[src/rtl/parity_frame_ctrl_pkg.sv]
// Shared types and constants for the
// receive-side parity frame controller.
package parity_pkg;

  typedef enum logic [1:0] {
    IDLE,
    DATA,
    PARITY,
    STOP
  } state_t;

  localparam logic PARITY_EVEN = 1'b0;
  localparam logic PARITY_ODD  = 1'b1;
  localparam int   ERR_CNT_W   = 8;

endpackage

[src/rtl/parity_frame_ctrl_if.sv]
// Output word stream: registered word plus
// error flags under a valid/ready handshake.
interface parity_frame_ctrl_if #(
  parameter int DATA_W = 8
);

  logic [DATA_W-1:0] dout;
  logic              dout_valid;
  logic              dout_ready;
  logic              parityerror;
  logic              frameerror;

  modport master (
    output dout,
    output dout_valid,
    output parityerror,
    output frameerror,
    input  dout_ready
  );

  modport slave (
    input  dout,
    input  dout_valid,
    input  parityerror,
    input  frameerror,
    output dout_ready
  );

endinterface

[src/rtl/parity_frame_ctrl_accum.sv]
// Registered running XOR with clear/enable and
// a compare against the configured parity sense.
module parity_accum #(
  parameter bit PARITY_ODD = 1'b0
) (
  input  logic clk,
  input  logic reset_n,
  input  logic clr,
  input  logic en,
  input  logic d,
  output logic acc,
  output logic err
);

  always_ff @(posedge clk) begin
    if (!reset_n)
      acc <= 1'b0;
    else if (clr)
      acc <= 1'b0;
    else if (en)
      acc <= acc ^ d;
  end

  assign err = (acc != PARITY_ODD);

endmodule

[src/rtl/parity_frame_ctrl.sv]
// Serial frame sequencer: start, data LSB first,
// parity, stop; one-deep output register.
module parity_frame_ctrl
  import parity_pkg::*;
#(
  parameter int DATA_W     = 8,
  parameter bit PARITY_ODD = 1'b0
) (
  input  logic                 clk,
  input  logic                 reset_n,
  input  logic                 load,
  input  logic                 rxin,
  parity_frame_ctrl_if.master  out,
  output logic                 overrun,
  output logic                 busy,
  output logic [ERR_CNT_W-1:0] err_count
);

  localparam int CW = $clog2(DATA_W + 1);

  state_t            state, nxt;
  logic [CW-1:0]     cnt;
  logic [DATA_W-1:0] sh;
  logic              clr, en, done;
  logic              acc, perr;

  parity_accum #(
    .PARITY_ODD (PARITY_ODD)
  ) u_acc (
    .clk     (clk),
    .reset_n (reset_n),
    .clr     (clr),
    .en      (en),
    .d       (rxin),
    .acc     (acc),
    .err     (perr)
  );

  always_ff @(posedge clk) begin
    if (!reset_n)
      state <= IDLE;
    else
      state <= nxt;
  end

  always_comb begin
    nxt  = state;
    clr  = 1'b0;
    en   = 1'b0;
    done = 1'b0;
    unique case (1'b1)
      (state == IDLE): begin
        if (load && !rxin) begin
          nxt = DATA;
          clr = 1'b1;
        end
      end
      (state == DATA): begin
        if (load) begin
          en = 1'b1;
          if (cnt == CW'(DATA_W - 1))
            nxt = PARITY;
        end
      end
      (state == PARITY): begin
        if (load) begin
          en  = 1'b1;
          nxt = STOP;
        end
      end
      default: begin
        if (load) begin
          done = 1'b1;
          nxt  = IDLE;
        end
      end
    endcase
  end

  assign busy = (state != IDLE);

  always_ff @(posedge clk) begin
    if (!reset_n) begin
      cnt <= '0;
      sh  <= '0;
    end else if (clr) begin
      cnt <= '0;
    end else if (state == DATA && load) begin
      cnt <= cnt + 1'b1;
      sh  <= {rxin, sh[DATA_W-1:1]};
    end
  end

  // A completing frame may replace a word that drains this cycle.
  always_ff @(posedge clk) begin
    if (!reset_n) begin
      out.dout        <= '0;
      out.dout_valid  <= 1'b0;
      out.parityerror <= 1'b0;
      out.frameerror  <= 1'b0;
      overrun         <= 1'b0;
    end else if (done) begin
      if (!out.dout_valid || out.dout_ready) begin
        out.dout        <= sh;
        out.dout_valid  <= 1'b1;
        out.parityerror <= perr;
        out.frameerror  <= !rxin;
      end else begin
        overrun <= 1'b1;
      end
    end else if (out.dout_valid && out.dout_ready) begin
      out.dout_valid <= 1'b0;
    end
  end

  always_ff @(posedge clk) begin
    if (!reset_n)
      err_count <= '0;
    else if (done && (perr || !rxin) && err_count != '1)
      err_count <= err_count + 1'b1;
  end

endmodule

[src/flat_wrapper.sv]
// flat-port wrapper written by rule: the top's interface ports become plain ports
module parity_frame_ctrl_flat import parity_pkg::*;
#(
  parameter int DATA_W     = 8,
  parameter bit PARITY_ODD = 1'b0
)
  (clk, reset_n, load, rxin, overrun, busy, err_count, out_dout, out_dout_valid, out_parityerror, out_frameerror, out_dout_ready);
  parity_frame_ctrl_if #(.DATA_W(DATA_W)) out_i ();
  input  logic clk;
  input  logic reset_n;
  input  logic load;
  input  logic rxin;
  output logic overrun;
  output logic busy;
  output logic [ERR_CNT_W-1:0] err_count;
  output wire logic [$bits(out_i.dout)-1:0] out_dout;
  output wire logic [$bits(out_i.dout_valid)-1:0] out_dout_valid;
  output wire logic [$bits(out_i.parityerror)-1:0] out_parityerror;
  output wire logic [$bits(out_i.frameerror)-1:0] out_frameerror;
  input wire logic [$bits(out_i.dout_ready)-1:0] out_dout_ready;
  assign out_dout = out_i.dout;
  assign out_dout_valid = out_i.dout_valid;
  assign out_parityerror = out_i.parityerror;
  assign out_frameerror = out_i.frameerror;
  assign out_i.dout_ready = out_dout_ready;
  parity_frame_ctrl #(.DATA_W(DATA_W), .PARITY_ODD(PARITY_ODD)) u_core (.clk(clk), .reset_n(reset_n), .load(load), .rxin(rxin), .out(out_i), .overrun(overrun), .busy(busy), .err_count(err_count));
endmodule
[config.mk]
export PLATFORM = sky130hd
export DESIGN_NAME = parity_frame_ctrl_flat
export DESIGN_NICKNAME = d
export VERILOG_FILES = /design/src/rtl/parity_frame_ctrl_pkg.sv /design/src/rtl/parity_frame_ctrl_if.sv /design/src/rtl/parity_frame_ctrl_accum.sv /design/src/rtl/parity_frame_ctrl.sv /design/src/flat_wrapper.sv
export SDC_FILE = /design/constraint.sdc
export NUM_CORES = 1
export LEC_CHECK = 0
export ABC_CLOCK_PERIOD_IN_PS = 3150
export CORE_MARGIN = 1.5
export CORE_UTILIZATION = 56
export CTS_CLUSTER_SIZE = 24
export DETAILED_ROUTE_END_ITERATION = 7
export PLACE_DENSITY = 0.8
export SLEW_MARGIN = 5
export SYNTH_ARGS = -nofsm -noshare
export SYNTH_HDL_FRONTEND = slang
export SYNTH_SLANG_ARGS = --single-unit
[constraint.sdc]
create_clock -name clk -period 3.15 [get_ports clk]
set_input_delay 0.315 -clock clk [delete_from_list [all_inputs] [get_ports clk]]
set_output_delay 0.315 -clock clk [all_outputs]
set_load 0.05 [all_outputs]
==> flow_summary.toml <==
[outcome]
outcome = "complete, no violations"

[synth]
number_of_synthesized_flops_with_an_enable_pin = 0
muxShareOfSynthArea_pct = 4.45
synth-async-reset-ratio_pct = 0
synth_simple_gate_area_share_pct = 25.8
synthDistinctLibCells = 43
syn_nets = 181
syn_avg_cell_area_um2 = 9.31
cell_count_after_synthesis = 169
synth_top_family_by_area = "simple AND/OR/NAND/NOR gates"
post_synth_fa_ha_maj_area_fraction_pct = 5.56
ys_top_cells_by_area = "sky130_fd_sc_hd__dfxtp_1, sky130_fd_sc_hd__nand2_1, sky130_fd_sc_hd__ha_1, sky130_fd_sc_hd__a21boi_0, sky130_fd_sc_hd__mux2i_1"
synthesis.yosys.warnings = 0
netlist.area_leader.share_pct = 44.5
yosys_register_bits = 35
share_of_the_yosys_chip_area_belonging_to_registers_pct = 44.5
synthesized_area_fraction_occupied_by_xor_and_xnor_cells_pct = 2.23
synth_ff_type = "sky130_fd_sc_hd__dfxtp_1"
synth_compound_gate_area_share_pct = 14.1
yosys.area.top_type = "sky130_fd_sc_hd__dfxtp_1"
mappedNetlistArea_mm2 = 0.00157

[clock_tree]
cts_tree = "done"
cts-buffers-inserted = 5
cts_buffer_depth = 2
cts_setup_buffers = 0
cts.clk_slew.worst_paths_ns = 0.11
cts-hold-fix-buffers = 0
root_buffer = "sky130_fd_sc_hd__clkbuf_4"
clkLatencyLatePin_ns = 0.34
cts_sinks = 35
htreeDepth = 2
postCtsResizedCells = 0

[worst_setup_path]
timing.critical_path.cells = "inv_1 > ha_1 > inv_1 > clkdlybuf4s50_1"
cp.buffers_inverters = 3
path_common_cell = "sky130_fd_sc_hd__inv_1"
worstSetupPathType = "flop to output pin"
worst-endpoint-arrival_ns = 1.93
cpPeakStageDelay_ns = 0.79
timing.critical_path.from_type = "flop"
path_delay_family = "buffers and inverters"
worst-endpoint-required_ns = 2.83
critical_path.max_fanout = 5
critPathCaptureType = "output pin"
cp_slowest_cell = "sky130_fd_sc_hd__clkdlybuf4s50_1"

[min_path]
holdCritPathClass = "flop to flop"

[timing]
fin_tns_setup_ns = 0
min_period_over_period_pct = 71.3
finalWorstPathRequiredPeriod_ns = 2.24
fin_worst_skew_ns = 0.0105
fmaxAchievable_mhz = 445
setup_viol = 0
slew-limit-headroom_pct = 49.7
rsz0062_at_grt = "false"
worst-slew-pin-transition_ns = 0.753
final_report_max_slew_violation_count = 0
timing_hold_violations_final = 0

[global_route]
grt_pass1_wl_mm = 5.13
first_global_vias = 1149
grt_start_max_net_pins = 24
globalRouteOverflowTotal = 0
grt_antenna_before_repair = 0
grtUsageTotal_pct = 21.3

[placed_design]
gp_congestion = 0.767
detailedPlacementHpwl_mm = 2.22
numPlacedInstances = 220
port_buffers = 25

[finish]
post_route_cells_drive_above_1_share_pct = 7.61
most-common-layout-cells = "sky130_fd_sc_hd__dfxtp_1, sky130_fd_sc_hd__nand2_1, sky130_fd_sc_hd__clkdlybuf4s50_1, sky130_fd_sc_hd__a21boi_0"
layout.cells.most_common = "sky130_fd_sc_hd__dfxtp_1"
stdcell_count = 228
layout.filler_cells = 210
synthToLayoutAreaGrowth_pct = 23.3
design.final.nets = 208
antenna-diode-count = 0

[floorplan]
die_area_mm2 = 0.00314
rows = 19
die_span_in_x_um = 56.0
design.core.area_mm2 = 0.00271
fp.dieH_um = 56.0
floorplan.initialDensity_pct = 58.1
ioPinCount = 26

[detailed_routing]
ant_nets = 0
postRouteWirelength_mm = 3.06
average_detailed_routed_wire_length_per_instance_um = 13.4
drt_pre_antenna_iters = 4
drt_drc_violations_left = 0
vias_per_cell = 5.61
dr.first_iter.drc_count = 35
vias = 1279

[power]
share_clk_of_total_power_pct = 42.8
netSwitchingFraction_pct = 22.6
power_leakage_nw = 0.709
power_density_mw_per_mm2 = 485
power_share_of_the_sequential_group_pct = 48.2
p_int_w = 0.000729
pwr-share-comb_pct = 9.0
ir_worst_vdd_mv = 0.466
p_switching_w = 0.000213

[job]
max_cap_violations = 0
## final timing paths
check                                    endpoint  cells past startpoint  slack [ns]                         start
hold / removal    u_core.out.dout[0]$_SDFFE_PN0P_                      2        0.47     u_core.sh[0]$_SDFFE_PN0P_
setup / recovery                             busy                      4        0.91  u_core.state[0]$_SDFFE_PN0P_
setup reg to reg  u_core.out.dout[1]$_SDFFE_PN0P_                      5        1.37  u_core.state[0]$_SDFFE_PN0P_
hold reg to reg   u_core.out.dout[0]$_SDFFE_PN0P_                      2        0.47     u_core.sh[0]$_SDFFE_PN0P_
## kinds of logic after synthesis
logic type	count (synthesis)
compound gates	31
xor+xnor	4
fa+ha+maj	7
buf+inv	12
flops	35
mux	7
simple gates	73
## layer usage
metal  global-route usage [%]  share of wire [%]  wire length [µm]  up-vias
li1                         -                  -                 -      636
met1                     25.6                 45              1390      600
met2                     34.3                 47              1450       38
met3                     8.14                5.5               169        5
met4                     8.50                1.8                54        0
met5                        0                  0                 0        -
## power by group through the flow
stage	combinational [W]	clock, W	sequential [W]
after floorplan	0.0000624	0	0.000464
after global placement	0.0000810	0	0.000464
after detailed placement	0.0000844	0	0.000464
after CTS	0.0000849	0.000408	0.000454
after global routing	0.0000945	0.000425	0.000455
final	0.0000847	0.000403	0.000454
## tightest hold or removal path, stage by stage, from the launching register on
cell and delay [ns]:
sky130_fd_sc_hd__dfxtp_1 0.33, sky130_fd_sc_hd__nand2_1 0.05, sky130_fd_sc_hd__a21boi_0 0.06
## flip-flops by register name, indices dropped and copies added (netlist names)
register                flops
u_core.out.dout             8
u_core.cnt                  4
u_core.out.frameerror       1
u_core.err_count            8
u_core.out.parityerror      1
u_core.overrun              1
u_core.u_acc.acc            1
u_core.out.dout_valid       1
u_core.state                2
u_core.sh                   8
## synth_stat cells (2+ instances only)
library cell               instances
sky130_fd_sc_hd__dfxtp_1          35
sky130_fd_sc_hd__nand2_1          30
sky130_fd_sc_hd__a21boi_0         11
sky130_fd_sc_hd__nand3_1           9
sky130_fd_sc_hd__nor2b_1           9
sky130_fd_sc_hd__ha_1              7
sky130_fd_sc_hd__mux2i_1           7
sky130_fd_sc_hd__nor2_1            7
sky130_fd_sc_hd__o21ai_0           6
sky130_fd_sc_hd__inv_1             5
sky130_fd_sc_hd__clkbuf_1          4
sky130_fd_sc_hd__a21oi_1           2
sky130_fd_sc_hd__a31oi_1           2
sky130_fd_sc_hd__and3_1            2
sky130_fd_sc_hd__nand3b_1          2
sky130_fd_sc_hd__o211a_1           2
sky130_fd_sc_hd__xnor2_1           2
sky130_fd_sc_hd__xor2_1            2
## final cells by class
type | count | area, µm² | share of cell area, %
timing repair buffer | 26 | 258 | 13.3
multi-input combinational | 122 | 820 | 42.2
clock buffer | 6 | 41.3 | 2.13
sequential | 35 | 701 | 36.1
inverter | 6 | 22.5 | 1.16
tap | 31 | 38.8 | 2.00
clock inverter | 2 | 60.1 | 3.09
## per-stage QoR
step / hold slack (ns) / setup WS (ns) / total power (W) / area [µm²] / util [%]
floorplan: 0.440 / 1.34 / 0.000527 / 1570 / -
global placement: 0.451 / 1.02 / 0.000545 / 1840 / 67.9
detailed placement: 0.453 / 0.949 / 0.000549 / 1840 / 67.9
CTS: 0.471 / 0.888 / 0.000947 / 1940 / 71.6
global route: 0.489 / 0.799 / 0.000975 / 1940 / 71.6
finish: 0.473 / 0.905 / 0.000942 / 1940 / 71.6
(Power assumes the default switching activity.)
